$ cat config.mk
export PLATFORM = sky130hd
export DESIGN_NAME = fence_action_ctrl
export DESIGN_NICKNAME = d
export VERILOG_FILES = /design/src/rtl/fence_action_ctrl_pkg.sv /design/src/rtl/fence_action_ctrl_frame_timer.sv /design/src/rtl/fence_action_ctrl.sv
export SDC_FILE = /design/constraint.sdc
export NUM_CORES = 1
export LEC_CHECK = 0
export ABC_AREA = 1
export BUFFER_PORTS_ARGS = -buffer_cell sky130_fd_sc_hd__buf_2
export CORE_MARGIN = 2
export CORE_UTILIZATION = 45
export DETAILED_ROUTE_END_ITERATION = 6
export PLACE_DENSITY_LB_ADDON = 0.3
export SLEW_MARGIN = 5
export SYNTH_ARGS = -nofsm -noshare
export SYNTH_HDL_FRONTEND = slang
export SYNTH_HIERARCHICAL = 1
export SYNTH_SLANG_ARGS = --single-unit
$ cat constraint.sdc
create_clock -name clk_pixel_in -period 3 [get_ports clk_pixel_in]
set_input_delay 0.45 -clock clk_pixel_in [delete_from_list [all_inputs] [get_ports clk_pixel_in]]
set_output_delay 0.45 -clock clk_pixel_in [all_outputs]
set_load 0.1 [all_outputs]
$ cat src/rtl/fence_action_ctrl_pkg.sv
// Shared types for the fencing action controller.
//   action_state_t : controller phase, exported on state_out for debug
//   saber_state_t  : renderer-facing saber pose
//   saber_of()     : maps a phase onto the saber pose it shows
package fence_action_ctrl_pkg;

    typedef enum logic [2:0] {
        ST_REST    = 3'd0,
        ST_BLOCK   = 3'd1,
        ST_LUNGE   = 3'd2,
        ST_ATTACK  = 3'd3,
        ST_SCORE   = 3'd4,
        ST_RECOVER = 3'd5,
        ST_WON     = 3'd6
    } action_state_t;

    typedef enum logic [1:0] {
        SABER_REST    = 2'd0,
        SABER_BLOCK   = 2'd1,
        SABER_ATTACK  = 2'd2,
        SABER_RECOVER = 2'd3
    } saber_state_t;

    function automatic saber_state_t saber_of(input action_state_t s);
        saber_state_t r;
        case (s)
            ST_REST:                r = SABER_REST;
            ST_BLOCK:               r = SABER_BLOCK;
            ST_LUNGE, ST_ATTACK:    r = SABER_ATTACK;
            default:                r = SABER_RECOVER;  // score, recover, won
        endcase
        return r;
    endfunction

endpackage

$ cat src/rtl/fence_action_ctrl_frame_timer.sv
// Frame-paced down counter.
//   clk, rst  : clock, async active-high reset (count -> 0)
//   clr       : force count to 0 (highest priority after reset)
//   load      : load load_val (a phase length in frames)
//   en        : frame pulse; decrements, saturating at 0
//   done      : strobe on the frame pulse that takes count from 1 to 0
//   idle      : count is 0
// A phase of N frames is loaded with N on entry, so done fires on the Nth
// frame pulse after entry; a load in the same cycle as en wins, so a frame
// coinciding with entry is not counted.
module fence_action_ctrl_frame_timer #(
    parameter int MAX = 1,
    localparam int W = $clog2(MAX + 1)
) (
    input  logic         clk,
    input  logic         rst,
    input  logic         clr,
    input  logic         load,
    input  logic [W-1:0] load_val,
    input  logic         en,
    output logic         done,
    output logic         idle
);

    logic [W-1:0] count;

    always_ff @(posedge clk or posedge rst) begin
        if (rst)
            count <= '0;
        else if (clr)
            count <= '0;
        else if (load)
            count <= load_val;
        else if (en && count != '0)
            count <= count - 1'b1;
    end

    assign done = en && (count == W'(1));
    assign idle = (count == '0);

endmodule

$ cat src/rtl/fence_action_ctrl.sv
// Per-player fencing action controller.
//   clk_pixel_in   : pixel clock
//   rst_in         : async active-high reset
//   frame_in       : one-cycle frame pulse; every timer advances only on it
//   block_in, lunge_in      : gesture levels
//   hit_in, parried_in      : collision results, only looked at in ATTACK
//   opp_score_in, score_clr_in : opponent point / new match pulses
//   state_out, saber_state_out, in_attack_out, score_out,
//   score_pulse_out, match_won_out : Moore decode of the registered state
module fence_action_ctrl
    import fence_action_ctrl_pkg::*;
#(
    parameter int LUNGE_FRAMES          = 8,
    parameter int ATTACK_FRAMES         = 12,
    parameter int RECOVER_FRAMES        = 30,
    parameter int BLOCK_MAX_FRAMES      = 60,
    parameter int BLOCK_COOLDOWN_FRAMES = 20,
    parameter int WIN_SCORE             = 5,
    parameter int SCORE_W               = 4
) (
    input  logic               clk_pixel_in,
    input  logic               rst_in,
    input  logic               frame_in,
    input  logic               block_in,
    input  logic               lunge_in,
    input  logic               hit_in,
    input  logic               parried_in,
    input  logic               opp_score_in,
    input  logic               score_clr_in,
    output logic [2:0]         state_out,
    output logic [1:0]         saber_state_out,
    output logic               in_attack_out,
    output logic [SCORE_W-1:0] score_out,
    output logic               score_pulse_out,
    output logic               match_won_out
);

    localparam int M1     = (LUNGE_FRAMES > ATTACK_FRAMES) ? LUNGE_FRAMES : ATTACK_FRAMES;
    localparam int M2     = (RECOVER_FRAMES > BLOCK_MAX_FRAMES) ? RECOVER_FRAMES : BLOCK_MAX_FRAMES;
    localparam int PH_MAX = (M1 > M2) ? M1 : M2;
    localparam int PH_W   = $clog2(PH_MAX + 1);
    localparam int CD_W   = $clog2(BLOCK_COOLDOWN_FRAMES + 1);
    localparam logic [SCORE_W-1:0] WIN_SC = SCORE_W'(WIN_SCORE);

    action_state_t      state, nxt;
    logic [SCORE_W-1:0] score;
    logic               restart;    // re-enter a phase even if the state is unchanged
    logic               force_rel;  // block held too long
    logic               score_inc;
    logic               ph_entry, ph_done, ph_idle;
    logic               cd_done, cd_idle;
    logic               unused_timer;

    // Untimed states load 0 so the phase timer simply sits idle there.
    function automatic logic [PH_W-1:0] phase_len(input action_state_t s);
        logic [PH_W-1:0] r;
        case (s)
            ST_BLOCK:   r = PH_W'(BLOCK_MAX_FRAMES);
            ST_LUNGE:   r = PH_W'(LUNGE_FRAMES);
            ST_ATTACK:  r = PH_W'(ATTACK_FRAMES);
            ST_RECOVER: r = PH_W'(RECOVER_FRAMES);
            default:    r = '0;
        endcase
        return r;
    endfunction

    always_comb begin
        nxt       = state;
        restart   = 1'b0;
        force_rel = 1'b0;
        score_inc = 1'b0;
        if (score_clr_in) begin
            nxt     = ST_REST;
            restart = 1'b1;
        end else if (opp_score_in && state != ST_SCORE && state != ST_WON) begin
            nxt     = ST_RECOVER;
            restart = 1'b1;
        end else begin
            case (state)
                ST_REST:
                    if (block_in && cd_idle) nxt = ST_BLOCK;
                    else if (lunge_in)       nxt = ST_LUNGE;
                ST_BLOCK:
                    if (!block_in) nxt = ST_REST;
                    else if (ph_done) begin
                        nxt       = ST_REST;
                        force_rel = 1'b1;
                    end
                ST_LUNGE:
                    if (ph_done) nxt = ST_ATTACK;
                ST_ATTACK:
                    if (hit_in) begin
                        nxt       = ST_SCORE;
                        score_inc = 1'b1;
                    end else if (parried_in || ph_done) begin
                        nxt = ST_RECOVER;
                    end
                // score already holds the new value here
                ST_SCORE:   nxt = (score == WIN_SC) ? ST_WON : ST_RECOVER;
                ST_RECOVER: if (ph_done) nxt = ST_REST;
                ST_WON:     nxt = ST_WON;
                default:    nxt = ST_REST;
            endcase
        end
    end

    assign ph_entry = restart || (nxt != state);

    always_ff @(posedge clk_pixel_in or posedge rst_in) begin
        if (rst_in) begin
            state <= ST_REST;
            score <= '0;
        end else begin
            state <= nxt;
            if (score_clr_in)
                score <= '0;
            else if (score_inc && score != WIN_SC)
                score <= score + 1'b1;
        end
    end

    fence_action_ctrl_frame_timer #(.MAX(PH_MAX)) u_phase (
        .clk      (clk_pixel_in),
        .rst      (rst_in),
        .clr      (1'b0),
        .load     (ph_entry),
        .load_val (phase_len(nxt)),
        .en       (frame_in),
        .done     (ph_done),
        .idle     (ph_idle)
    );

    fence_action_ctrl_frame_timer #(.MAX(BLOCK_COOLDOWN_FRAMES)) u_cooldown (
        .clk      (clk_pixel_in),
        .rst      (rst_in),
        .clr      (score_clr_in),
        .load     (force_rel),
        .load_val (CD_W'(BLOCK_COOLDOWN_FRAMES)),
        .en       (frame_in),
        .done     (cd_done),
        .idle     (cd_idle)
    );

    assign unused_timer = ph_idle | cd_done;

    assign state_out       = state;
    assign saber_state_out = saber_of(state);
    assign in_attack_out   = (state == ST_ATTACK);
    assign score_out       = score;
    assign score_pulse_out = (state == ST_SCORE);
    assign match_won_out   = (state == ST_WON);

endmodule

==> results.py, run 1 <==
metrics = {
    "detailed_routing": {
        "drt_iter0_drc": 90,
        "ant_nets": 0,
        "routed_wl_um": 3190,
        "remaining_drc_errors": 0,
        "vias": 1442,
        "firstDrtPassIters": 4,
        "routedWlPerCell_um": 10.4,
        "vias_per_cell": 4.70,
    },
    "critical_path": {
        "crit_path_start": "u_phase/count[2]",
        "cp_data_arrival_time_ns": 2.81,
        "worstPathRequired_ns": 3.23,
        "cp-end-kind": "flop",
        "start_kind": "flop",
        "worstReg2RegStart": "u_phase/count[2]",
        "critPathKind": "flop to flop",
        "crit_fanout": 8,
    },
    "floorplan": {
        "fp.dieW_um": 62.0,
        "row_count": 21,
        "die_area_mm2": 0.00385,
        "fp.dieH_um": 62.0,
        "coreArea_mm2": 0.00328,
        "initial_core_util": 0.461,
        "io_pins": 21,
    },
    "placement": {
        "place.gp.congestion": 0.832,
        "dpl.hpwl_um": 2620,
        "portBuffers": 20,
    },
    "run_status": {
        "status": "completed",
    },
    "run": {
        "maxCapViolCount": 0,
    },
    "cts": {
        "holdBufCountCts": 0,
        "cts_made_buffers": 3,
        "cts_sinks": 18,
        "path_clk_slew_ns": 0.11,
        "ctsResizeCount": 0,
        "postCtsSetupBuffers": 0,
        "cts_tree": "yes",
        "htreeDepth": 1,
        "cts_root_buffer": "clkbuf_4",
        "clk_path_buf_depth": 2,
        "clkLatencyLatePin_ns": 0.30,
    },
    "cells_and_area": {
        "fin_util": 0.529,
        "final_common_cell": "nand2_1",
        "layout_common_cells": "nand2_1, inv_1, nor2_1",
        "num_antenna_cells": 0,
        "drive_above_1_share": 0.245,
        "layout.nets": 277,
        "area_delta_synth_final_pct": 14.6,
    },
    "grt": {
        "grt_pass1_wl_um": 5190,
        "grt_usage": 0.186,
        "grt_pass1_vias": 1194,
        "grt_start_max_net_pins": 11,
        "overflow": 0,
        "antenna_found_initial": 0,
    },
    "logic_synthesis": {
        "ys_warn_count": 6,
        "syn_inst": 230,
        "avgSynthCellArea_um2": 6.59,
        "syn_area_mm2": 0.00152,
    },
    "timing": {
        "fin_tns_setup_ns": 0,
        "whs_ns": 0.0617,
        "maxSlewViolCount": 0,
        "fmax_mhz": 387,
        "period_needed_ns": 2.58,
        "skew_ns": 0.00697,
        "period_share": 0.861,
        "setup_viol": 0,
        "rsz0062_at_grt": "no",
        "hold_viol": 0,
    },
    "power_and_ir_drop": {
        "vdd_drop_max_uv": 290,
        "power.density_mw_per_mm2": 674,
        "leakage_uw": 0.000957,
    },
    "min_path": {
        "hold_class": "input port to async pin",
    },
}
flip-flops by register name, indices dropped and copies added, names as in the netlist:
register / cells
u_phase/count: 6
score_out: 4
u_cooldown/count: 5
state_out: 3
final cells by class:
| cell class | count | area, um^2 |
|---|---|---|
| clock buffers | 4 | 36.3 |
| flip-flops and latches | 18 | 450 |
| repair buffers | 21 | 108 |
| fillers | 337 | 1550 |
| well taps | 46 | 57.6 |
| inverters | 36 | 136 |
| multi-input cells | 182 | 948 |
critical path: stages (launching register included):
cell,delay (ns)
dfrtp_1,0.45
nor2_2,0.21
nand3_1,0.09
nor3_1,0.32
inv_1,0.13
o21ai_0,0.10
nor2_1,0.06
nor2_1,0.12
nand3_2,0.09
nand2_2,0.09
nand2_1,0.06
nand3_1,0.22
inv_2,0.13
a21oi_1,0.28
nand2_1,0.09
o21ai_1,0.09
power breakdown:
| group | total (uW) | switching [uW] | internal (uW) |
|---|---|---|---|
| logic | 661 | 463 | 197 |
| registers | 357 | 67.1 | 290 |
| clock network | 152 | 78.3 | 74.0 |
routing by layer:
metal / vias to the layer above / global-route usage / share of wire
met5: - / 0 / 0
met4: 0 / 0.0790 / 0.011
met3: 2 / 0.0455 / 0.033
met2: 25 / 0.311 / 0.50
met1: 642 / 0.228 / 0.45
li1: 773 / - / -
final timing paths:
path | end | slack, ns | cells after the start
setup / recovery | u_phase/count[1] | 0.42 | 15
hold / removal | u_cooldown/count[1] | 0.06 | 2
setup reg to reg | u_phase/count[1] | 0.42 | 15
hold reg to reg | u_cooldown/count[1] | 0.53 | 2
max in group asynchronous | state_out[1] | 2.70 | 2
min in group clk_pixel_in | score_out[2] | 0.43 | 2
metrics by stage:
stage               cell area (um^2)  worst slack [ns]  total power [uW]  instances
global placement                1700             0.506              1010        303
CTS                             1740             0.445              1180        307
floorplan                       1550             0.119               902        237
finish                          1740             0.418              1170        307
detailed placement              1700             0.473              1020        303
global route                    1740             0.120              1280        307
Note: power is estimated with default switching activity, not from simulation.
==> run 2, diff against run 1 <==
--- a/config.mk
+++ b/config.mk
@@ -11,6 +11,7 @@
 export CORE_UTILIZATION = 45
 export DETAILED_ROUTE_END_ITERATION = 6
 export PLACE_DENSITY_LB_ADDON = 0.3
+export RECOVER_POWER = 100
 export SLEW_MARGIN = 5
 export SYNTH_ARGS = -nofsm -noshare
 export SYNTH_HDL_FRONTEND = slang
==> results.py, run 2 (same netlist as run 1, synthesis figures left out) <==
metrics = {
    "detailed_routing": {
        "vias": 1444,
        "routedWlPerCell_um": 10.7,
        "ant_nets": 0,
        "routed_wl_um": 3290,
        "vias_per_cell": 4.70,
        "remaining_drc_errors": 0,
        "firstDrtPassIters": 4,
        "drt_iter0_drc": 82,
    },
    "timing": {
        "fmax_mhz": 385,
        "period_share": 0.866,
        "slew_headroom": 0.227,
        "setup_viol": 0,
        "maxSlewViolCount": 0,
        "skew_ns": 0.00699,
        "fin_tns_setup_ns": 0,
        "whs_ns": 0.0640,
        "worst_slew_pin_slew_ns": 1.17,
        "hold_viol": 0,
        "rsz0062_at_grt": "no",
        "period_needed_ns": 2.60,
    },
    "critical_path": {
        "worst-path-buf-inv": 3,
        "crit_chain": "nor2_2 > nand3_1 > nor3_1 > inv_1 > o21ai_0 > nor2_1 > nor2_1 > nand3_2 > nand2_1 > nand2_1 > nand3_1 > inv_2 > nand3_1 > clkinv_2 > nand2_1 > o21ai_1",
        "critPathKind": "flop to flop",
        "start_kind": "flop",
        "path_delay_family": "simple AND/OR/NAND/NOR gates",
        "worstPathRequired_ns": 3.19,
        "worstReg2RegStart": "u_phase/count[2]",
        "cpMaxStageDelayCell": "dfrtp_1",
        "max_stage_delay_ns": 0.44,
        "crit_fanout": 8,
        "crit_path_start": "u_phase/count[2]",
        "cp-end-kind": "flop",
        "cp_data_arrival_time_ns": 2.79,
    },
    "cts": {
        "cts_sinks": 18,
        "clk_path_buf_depth": 2,
        "holdBufCountCts": 0,
        "cts_root_buffer": "clkbuf_4",
        "cts_tree": "yes",
        "cts_made_buffers": 3,
        "path_clk_slew_ns": 0.11,
        "ctsResizeCount": 0,
        "clkLatencyLatePin_ns": 0.30,
        "htreeDepth": 1,
        "postCtsSetupBuffers": 0,
    },
    "cells_and_area": {
        "layout_common_cells": "nand2_1, inv_1, nor2_1",
        "final_common_cell": "nand2_1",
        "regMostFlops": "u_phase/count",
        "layout.nets": 277,
        "area_delta_synth_final_pct": 10.7,
        "num_antenna_cells": 0,
        "largest_register_ffs": 6,
        "nFillCells": 349,
        "drive_above_1_share": 0.157,
    },
    "run_status": {
        "status": "completed",
    },
    "power_and_ir_drop": {
        "leakage_uw": 0.000898,
        "vdd_drop_max_uv": 288,
        "power.density_mw_per_mm2": 690,
    },
    "placement": {
        "place.gp.congestion": 0.832,
        "dpl.hpwl_um": 2620,
        "portBuffers": 20,
    },
    "grt": {
        "grt_pass1_wl_um": 5190,
        "grt_start_max_net_pins": 11,
        "antenna_found_initial": 0,
        "overflow": 0,
        "grt_usage": 0.186,
        "grt_pass1_vias": 1194,
    },
    "floorplan": {
        "io_pins": 21,
        "die_area_mm2": 0.00385,
        "row_count": 21,
        "fp.dieW_um": 62.0,
        "fp.dieH_um": 62.0,
        "coreArea_mm2": 0.00328,
        "initial_core_util": 0.461,
    },
    "min_path": {
        "hold_class": "input port to async pin",
    },
    "run": {
        "maxCapViolCount": 0,
    },
}
## run 2: changes by cell type in the layout (fill, tap and decap cells not counted), moves of 2 or more
cell and delta:
o21ai_0 +3, inv_2 -2, nand2_1 +3, clkbuf_1 +14, o21ai_1 -2, nand2_2 -2, buf_2 -13, inv_1 +2
## run 2: path summary, 6_finish.rpt
| check | end | slack (ns) | cells after the start |
|---|---|---|---|
| worst max register to register | u_phase/count[3] | 0.40 | 16 |
| worst min-delay path | u_cooldown/count[1] | 0.06 | 2 |
| max in group asynchronous | state_out[1] | 2.70 | 2 |
| worst min register to register | u_cooldown/count[1] | 0.53 | 2 |
| worst max-delay path | u_phase/count[3] | 0.40 | 16 |
| min in group clk_pixel_in | score_out[2] | 0.43 | 2 |
## run 2: per-layer routing
metal / wire (um) / up-vias / global-route usage / part of all wire
met2: 1580 / 28 / 0.311 / 0.48
met3: 110 / 4 / 0.0455 / 0.033
li1: - / 773 / - / -
met5: 0 / - / 0 / 0
met1: 1550 / 639 / 0.228 / 0.47
met4: 43 / 0 / 0.0790 / 0.013
## run 2: power breakdown
part	total, uW	switching, uW	internal [uW]
Combinational	645	458	188
Sequential	358	67.5	290
Clock	153	79.0	74.0
## run 2: through the flow
step,power [uW],std cells,worst slack (ns),util,cell area [um^2]
5_1_grt,1260,307,0.0963,0.510,1680
3_3_place_gp,1010,303,0.506,0.518,1700
6_report,1160,307,0.401,0.510,1680
3_5_place_dp,1020,303,0.473,0.518,1700
2_1_floorplan,902,237,0.119,-,1550
4_1_cts,1180,307,0.445,0.529,1740
## run 2: cell type report
| type | instances | area [um^2] | area share |
|---|---|---|---|
| multi-input cells | 182 | 908 | 0.542 |
| flip-flops and latches | 18 | 450 | 0.269 |
| inverters | 36 | 136 | 0.0813 |
| repair buffers | 21 | 87.6 | 0.0522 |
| well taps | 46 | 57.6 | 0.0343 |
| clock buffers | 4 | 36.3 | 0.0216 |
==> run 3, diff against run 2 <==
--- a/config.mk
+++ b/config.mk
@@ -10,7 +10,7 @@
 export CORE_MARGIN = 2
 export CORE_UTILIZATION = 45
 export DETAILED_ROUTE_END_ITERATION = 6
-export PLACE_DENSITY_LB_ADDON = 0.3
+export PLACE_DENSITY = 0.75
 export RECOVER_POWER = 100
 export SLEW_MARGIN = 5
 export SYNTH_ARGS = -nofsm -noshare
==> results.py, run 3 (same netlist as run 1, synthesis figures left out) <==
metrics = {
    "cts": {
        "cts_root_buffer": "clkbuf_4",
        "ctsResizeCount": 0,
        "cts_made_buffers": 3,
        "clkLatencyLatePin_ns": 0.32,
        "htreeDepth": 1,
        "clk_path_buf_depth": 2,
        "path_clk_slew_ns": 0.11,
        "postCtsSetupBuffers": 0,
        "cts_sinks": 18,
        "holdBufCountCts": 0,
        "cts_tree": "yes",
    },
    "timing": {
        "skew_ns": 0.00968,
        "worst_slew_pin_slew_ns": 1.16,
        "period_needed_ns": 2.67,
        "period_share": 0.890,
        "setup_viol": 0,
        "fin_tns_setup_ns": 0,
        "fmax_mhz": 374,
        "whs_ns": 0.0380,
        "slew_headroom": 0.227,
        "rsz0062_at_grt": "no",
        "maxSlewViolCount": 0,
        "hold_viol": 0,
    },
    "detailed_routing": {
        "vias": 1437,
        "vias_per_cell": 4.68,
        "remaining_drc_errors": 0,
        "routedWlPerCell_um": 10.2,
        "drt_iter0_drc": 76,
        "firstDrtPassIters": 4,
        "ant_nets": 0,
        "routed_wl_um": 3130,
    },
    "placement": {
        "dpl.hpwl_um": 2500,
        "portBuffers": 20,
        "place.gp.congestion": 0.895,
    },
    "floorplan": {
        "row_count": 21,
        "io_pins": 21,
        "fp.dieW_um": 62.0,
        "initial_core_util": 0.461,
        "die_area_mm2": 0.00385,
        "coreArea_mm2": 0.00328,
        "fp.dieH_um": 62.0,
    },
    "cells_and_area": {
        "layout_common_cells": "nand2_1, inv_1, nor2_1",
        "final_common_cell": "nand2_1",
        "largest_register_ffs": 6,
        "regMostFlops": "u_phase/count",
        "drive_above_1_share": 0.161,
        "num_antenna_cells": 0,
        "layout.nets": 277,
        "area_delta_synth_final_pct": 10.8,
    },
    "critical_path": {
        "critPathKind": "flop to flop",
        "worstPathRequired_ns": 3.21,
        "crit_fanout": 8,
        "worstReg2RegStart": "u_phase/count[2]",
        "cp-end-kind": "flop",
        "crit_path_start": "u_phase/count[2]",
        "start_kind": "flop",
        "cp_data_arrival_time_ns": 2.88,
    },
    "run_status": {
        "status": "completed",
    },
    "run": {
        "maxCapViolCount": 0,
    },
    "min_path": {
        "hold_class": "input port to async pin",
    },
    "grt": {
        "grt_pass1_vias": 1212,
        "grt_pass1_wl_um": 4910,
        "grt_start_max_net_pins": 11,
        "antenna_found_initial": 0,
        "grt_usage": 0.175,
        "overflow": 0,
    },
    "power_and_ir_drop": {
        "power.density_mw_per_mm2": 689,
        "vdd_drop_max_uv": 268,
        "leakage_uw": 0.000897,
    },
}
-- run 3: changes by cell type in the layout (fill, tap and decap cells not counted) --
| cell | change |
|---|---|
| nand2_1 | -1 |
| nand2_2 | +1 |
| o21ai_0 | -1 |
| o21ai_1 | +1 |
-- run 3: per-layer routing --
| metal | up-vias | share of wire | track usage |
|---|---|---|---|
| li1 | 769 | - | - |
| met3 | 9 | 0.041 | 0.0186 |
| met5 | - | 0 | 0 |
| met2 | 37 | 0.45 | 0.281 |
| met4 | 0 | 0.025 | 0.0973 |
| met1 | 622 | 0.48 | 0.230 |
-- run 3: critical path, cell delays in order, from the launching register on --
cell      delay, ns
dfrtp_1        0.44
nor2_2         0.20
nand3_1        0.10
nor3_1         0.34
inv_1          0.14
o21ai_0        0.11
nor2_1         0.06
nor2_1         0.13
nand3_2        0.09
nand2_1        0.12
nand2_1        0.06
nand3_1        0.23
inv_2          0.12
nand3_1        0.17
clkinv_2       0.12
nand2_1        0.07
o21ai_0        0.07
-- run 3: power by group --
group          internal, uW  switching [uW]
logic                   187             458
registers               290            61.4
clock network          74.3            85.8
total                   552             605
-- run 3: worst paths after layout --
kind	to	slack, ns	cells after the start
max	u_phase/count[5]	0.33	16
max reg2reg	u_phase/count[5]	0.33	16
min	u_cooldown/count[4]	0.04	2
min reg2reg	u_cooldown/count[0]	0.52	2
min in group clk_pixel_in	score_out[2]	0.41	2
max in group asynchronous	score_out[0]	2.71	2
-- run 3: cell type report --
cell class,instances,area (um^2)
Clock buffer,4,36.3
Inverter,36,136
Multi-Input combinational cell,182,911
Sequential cell,18,450
Fill cell,355,1610
Timing Repair Buffer,21,87.6
Tap cell,46,57.6
-- run 3: stage by stage --
step	power, uW	worst slack, ns	utilization	instance area, um^2	std cells
after floorplan	902	0.119	-	1550	237
after CTS	1180	0.409	0.529	1740	307
final	1160	0.330	0.511	1680	307
after global placement	1010	0.506	0.518	1700	303
after detailed placement	1020	0.430	0.518	1700	303
after global routing	1260	0.0343	0.511	1680	307
